$ cat config.mk
export PLATFORM = sky130hd
export DESIGN_NAME = id_ex_stage
export DESIGN_NICKNAME = d
export VERILOG_FILES = /design/src/rtl/id_ex_stage.sv
export SDC_FILE = /design/constraint.sdc
export NUM_CORES = 1
export LEC_CHECK = 0
export CAP_MARGIN = 20
export CORE_MARGIN = 2
export CORE_UTILIZATION = 42
export CTS_BUF_LIST = sky130_fd_sc_hd__clkbuf_8
export DETAILED_ROUTE_END_ITERATION = 10
export PLACE_DENSITY = 0.87
export SYNTH_ARGS = -nofsm -noshare
export SYNTH_HDL_FRONTEND = slang
export SYNTH_SLANG_ARGS = --single-unit
$ cat constraint.sdc
create_clock -name clk -period 2.3 [get_ports clk]
set_clock_uncertainty 0.2 [all_clocks]
set_input_delay 0.345 -clock clk [delete_from_list [all_inputs] [get_ports clk]]
set_output_delay 0.345 -clock clk [all_outputs]
set_load 0.05 [all_outputs]
$ cat src/rtl/id_ex_stage.sv
// ID/EX pipeline register with load-use hazard detection and one-cycle bubble insertion.
// Optional stall counter enabled by defining ID_EX_STALL_CNT_EN.
module id_ex_stage (
  input  logic        clk,
  input  logic        rst_n,
  input  logic [4:0]  IF_ID_RegisterRs,
  input  logic [4:0]  IF_ID_RegisterRt,
  input  logic [4:0]  IF_ID_RegisterRd,
  input  logic [31:0] IF_ID_ReadData1,
  input  logic [31:0] IF_ID_ReadData2,
  input  logic [31:0] IF_ID_Imm,
  input  logic        IF_ID_RegWrite,
  input  logic        IF_ID_MemRead,
  input  logic        IF_ID_MemWrite,
  input  logic        IF_ID_MemtoReg,
  input  logic        IF_ID_ALUSrc,
  input  logic        IF_ID_RegDst,
  input  logic [1:0]  IF_ID_ALUOp,
  input  logic        Flush,
  output logic [4:0]  ID_EX_RegisterRs,
  output logic [4:0]  ID_EX_RegisterRt,
  output logic [4:0]  ID_EX_RegisterRd,
  output logic [31:0] ID_EX_ReadData1,
  output logic [31:0] ID_EX_ReadData2,
  output logic [31:0] ID_EX_Imm,
  output logic        ID_EX_RegWrite,
  output logic        ID_EX_MemRead,
  output logic        ID_EX_MemWrite,
  output logic        ID_EX_MemtoReg,
  output logic        ID_EX_ALUSrc,
  output logic        ID_EX_RegDst,
  output logic [1:0]  ID_EX_ALUOp,
  output logic        PCWrite,
  output logic        IF_ID_Write,
`ifdef ID_EX_STALL_CNT_EN
  output logic [15:0] StallCount,
`endif
  output logic        Stall
);

  typedef struct packed {
    logic [4:0]  rs;
    logic [4:0]  rt;
    logic [4:0]  rd;
    logic [31:0] read_data1;
    logic [31:0] read_data2;
    logic [31:0] imm;
    logic        reg_write;
    logic        mem_read;
    logic        mem_write;
    logic        mem_to_reg;
    logic        alu_src;
    logic        reg_dst;
    logic [1:0]  alu_op;
  } stage_t;

  typedef enum logic {RUN, BUBBLE} state_t;

  stage_t id_stage;
  stage_t ex_stage;
  state_t state;
  logic   hazard;

  assign id_stage = '{
    rs:         IF_ID_RegisterRs,
    rt:         IF_ID_RegisterRt,
    rd:         IF_ID_RegisterRd,
    read_data1: IF_ID_ReadData1,
    read_data2: IF_ID_ReadData2,
    imm:        IF_ID_Imm,
    reg_write:  IF_ID_RegWrite,
    mem_read:   IF_ID_MemRead,
    mem_write:  IF_ID_MemWrite,
    mem_to_reg: IF_ID_MemtoReg,
    alu_src:    IF_ID_ALUSrc,
    reg_dst:    IF_ID_RegDst,
    alu_op:     IF_ID_ALUOp
  };

  // Load in EX whose destination is a source of the instruction in ID.
  assign hazard = ex_stage.mem_read && (ex_stage.rt != 5'd0) &&
                  ((ex_stage.rt == IF_ID_RegisterRs) || (ex_stage.rt == IF_ID_RegisterRt));

  assign Stall       = hazard && !Flush;
  assign PCWrite     = !Stall;
  assign IF_ID_Write = !Stall;

  // NOTE: sequential state uses non-blocking assignments so every register samples pre-edge values.
  always_ff @(posedge clk or negedge rst_n) begin
    if (!rst_n) begin
      ex_stage <= '0;
      state    <= RUN;
    end else if (Flush) begin
      ex_stage <= '0;
      state    <= RUN;
    end else begin
      case (state)
        RUN: begin
          if (hazard) begin
            ex_stage <= '0;
            state    <= BUBBLE;
          end else begin
            ex_stage <= id_stage;
          end
        end
        // The bubble carries MemRead=0, so no hazard can exist here; capture and resume.
        BUBBLE: begin
          ex_stage <= id_stage;
          state    <= RUN;
        end
        default: begin
          ex_stage <= '0;
          state    <= RUN;
        end
      endcase
    end
  end

  assign ID_EX_RegisterRs = ex_stage.rs;
  assign ID_EX_RegisterRt = ex_stage.rt;
  assign ID_EX_RegisterRd = ex_stage.rd;
  assign ID_EX_ReadData1  = ex_stage.read_data1;
  assign ID_EX_ReadData2  = ex_stage.read_data2;
  assign ID_EX_Imm        = ex_stage.imm;
  assign ID_EX_RegWrite   = ex_stage.reg_write;
  assign ID_EX_MemRead    = ex_stage.mem_read;
  assign ID_EX_MemWrite   = ex_stage.mem_write;
  assign ID_EX_MemtoReg   = ex_stage.mem_to_reg;
  assign ID_EX_ALUSrc     = ex_stage.alu_src;
  assign ID_EX_RegDst     = ex_stage.reg_dst;
  assign ID_EX_ALUOp      = ex_stage.alu_op;

`ifdef ID_EX_STALL_CNT_EN
  logic [15:0] stall_count;

  // Counts load-use bubbles only; Stall is already low when Flush wins.
  always_ff @(posedge clk or negedge rst_n) begin
    if (!rst_n) begin
      stall_count <= '0;
    end else if (Stall && (stall_count != 16'hFFFF)) begin
      stall_count <= stall_count + 16'd1;
    end
  end

  assign StallCount = stall_count;
`endif

endmodule

==> results.py <==
metrics = {
    "synth": {
        "synth_top_area_share_pct": 58.48,
        "synth_edf_count": 0,
        "synth_top_family_by_area": "compound AO/OA/AOI/OAI gates",
        "synthAdderAreaFrac_pct": 0,
        "synthesis.area_sq_um": 5135,
        "syn_nets": 542,
        "synth_compound_area_share_pct": 19.13,
        "async_reset_ff_share_pct": 100.0,
        "yosysSeqAreaShare_pct": 58.48,
        "synth_most_common_cell": "dfrtp_1",
        "ys_warn_count": 0,
        "syn_inst": 420,
        "ys_top_cells_by_area": "dfrtp_1, a21oi_2, nand2b_1",
        "synth_largest_area_cell": "dfrtp_1",
        "ys.flop_type": "dfrtp_1",
        "synth.avg_cell_area_sq_um": 12.23,
        "ys_types": 17,
        "ys_ff_latch": 120,
        "synthSimpleGateAreaFrac_pct": 15.50,
        "muxShareOfSynthArea_pct": 0,
        "synthTopCellsByCount": "dfrtp_1, nand2b_1, a21oi_2, a21oi_1, clkbuf_1",
        "yosys.area_share.xor_xnor_pct": 1.706,
    },
    "critical_path": {
        "crit_required_ns": 1.75,
        "regToRegStartpoint": "ID_EX_RegisterRt[4]",
        "startpoint_type": "flop",
        "path_max_fanout": 3,
        "timing.critical_path.arrival_ns": 1.92,
        "path_cells": "or4_4, o21ai_4, nor2_4, and2_4, buf_12",
        "critPathMaxStageDelay_ns": 0.55,
        "critPathSlowestCell": "or4_4",
        "worstSetupPathType": "flop to output pin",
        "cp-startpoint": "ID_EX_RegisterRt[4]",
        "critPathCaptureType": "output pin",
    },
    "global_routing": {
        "grt_usage_pct": 20.58,
        "grt_pass1_vias": 4181,
        "grt_antenna_before_repair": 0,
        "grt_first_pass_wirelength_um": 20850,
        "grt_max_degree": 120,
        "grt.overflow.total": 0,
    },
    "detailed_routing": {
        "finalWirelength_um": 13450,
        "vias_per_cell": 4.753,
        "num_vias": 3926,
        "drc": 0,
        "ant_nets": 0,
        "firstDrtPassIters": 4,
        "avgRoutedWirePerCell_um": 16.28,
        "drtIter0Drc": 261,
    },
    "timing": {
        "layout_setup_ws_ns": -0.1600,
        "tns_ns": -0.3074,
        "finalCritPeriodShare_pct": 107.0,
        "rsz0062_at_grt": "yes",
        "relSlewSlack_pct": 42.87,
        "period_minus_slack_ns": 2.460,
        "holdWs_ns": 0.1227,
        "tightest_slew_ns": 0.8569,
        "final-max-slew-violation-count": 0,
        "final-setup-viol-count": 3,
        "fmax_mhz": 406.5,
        "finalHoldViolCount": 0,
    },
    "power": {
        "leakage_uw": 0.003492,
        "power_density_nw_per_um2": 666.6,
        "vdd.ir_drop.worst_mv": 0.2892,
    },
    "finish": {
        "n_antenna_cell": 0,
        "stdcell_count": 826,
        "final_layout_size_suffix_gt1_share_pct": 25.77,
        "final_core_util_pct": 69.42,
        "fin_nets": 788,
        "final_area_sq_um": 8304,
        "synthToLayoutAreaGrowth_pct": 61.72,
    },
    "clock_network": {
        "clockBufferDepth": 2,
        "cts.sinks": 120,
        "cts_tree": "yes",
        "cts_root_buf": "clkbuf_8",
        "clk_pin_slew_ns": 0.07,
        "cts_buffers": 17,
        "htree_levels": 4,
        "clkLatencyLatePin_ns": 0.41,
    },
    "flow_run": {
        "cap_violations": 0,
    },
    "die": {
        "dieArea_sq_um": 13130,
        "coreArea_sq_um": 11960,
        "fp.dieH_um": 114.6,
        "start_util_pct": 42.93,
        "pin_count": 244,
        "die_width_um": 114.6,
        "row_count": 40,
    },
    "placed_design": {
        "placedCellCount": 787,
        "gp_congestion": 0.7697,
        "port_buffers": 243,
        "place_area_sq_um": 7757,
        "dp_hpwl_um": 9321,
    },
    "run_status": {
        "outcome": "finished with violations",
        "violations": "negative setup slack",
    },
    "min_path": {
        "hp-class": "primary input to flop",
        "min_from": "Flush",
    },
}
==> kinds of logic (layout without fill, tap and decap cells) <==
| group | count (synthesis) | in the layout |
|---|---|---|
| buffers and inverters | 40 | 299 |
| and+or+nand+nor | 129 | 129 |
| AOI/OAI and AO/OA | 121 | 121 |
| xor gates and xnor gates | 10 | 10 |
| DFF | 120 | 120 |
==> sequential cells by signal, indices dropped and copies added, names as in the netlist, 2 cells and up <==
name              cells
ID_EX_RegisterRs      5
ID_EX_Imm            32
ID_EX_RegisterRt      5
ID_EX_RegisterRd      5
ID_EX_ALUOp           2
ID_EX_ReadData2      32
ID_EX_ReadData1      32
==> final timing paths <==
check	cells past startpoint	endpoint	slack (ns)
max in group asynchronous	3	ID_EX_RegisterRt[4]	1.04
hold / removal	3	state	0.12
setup reg to reg	7	ID_EX_RegDst	0.11
hold reg to reg	1	state	0.41
setup / recovery	5	Stall	-0.16
min in group asynchronous	2	ID_EX_ReadData2[8]	0.23
==> area by class of cell <==
cell class	instances	area, sq um
fill	858	3657
sequential	120	3009
timing repair buffer	267	2750
multi-input combinational	260	1954
clock buffer	18	247.7
tap	147	183.9
clock inverter	14	158.9
==> report_power, final <==
part | internal [uW] | switching (uW) | leakage, uW
Sequential | 2220 | 38.6 | 0.00154
Combinational | 548 | 796 | 0.00174
Clock | 1090 | 841 | 0.000211
Total | 3860 | 1680 | 0.00349
==> per-layer routing <==
metal / up-vias / wire length, um / GRT usage (%)
met5: - / 0 / 0
li1: 1856 / - / -
met3: 31 / 926 / 5.770
met2: 169 / 7034 / 36.57
met1: 1870 / 5138 / 23.27
met4: 0 / 350 / 8.293
==> critical path, delay by kind of cell (launching register included) <==
kind | cells | cell delay (ns)
flip-flops | 1 | 0.40
buffers and inverters | 1 | 0.14
AND/OR/NAND/NOR | 3 | 0.79
AO/OA/AOI/OAI | 1 | 0.18
==> what timing repair did <==
action / 4_1_cts / 5_1_grt
gates resized for setup: 15 / 4
hold buffers: 1 / 0
buffers inserted: 5 / 1
pin swaps: 6 / 2
endpoints found under the hold margin: 32 / 0
endpoints found under the setup margin: 3 / 11
==> cells in the final DEF (no fill, tap or decap), drive strengths merged, types with 3 or more instances in the layout <==
master and n:
a21oi 119, buf 28, bufinv 3, clkbuf 18, clkdlybuf4s50 234, clkinv 7, dfrtp 120, dlymetal6s2s 4
nand2 3, nand2b 119, xnor2 10
==> through the flow <==
stage	total power (uW)	setup WS, ns
floorplan	3050	0.05058
global placement	3605	0.04541
detailed placement	3629	-0.01902
CTS	5586	-0.1856
global route	5744	-0.2408
finish	5535	-0.1600
Power figures use the tool's default switching activity.
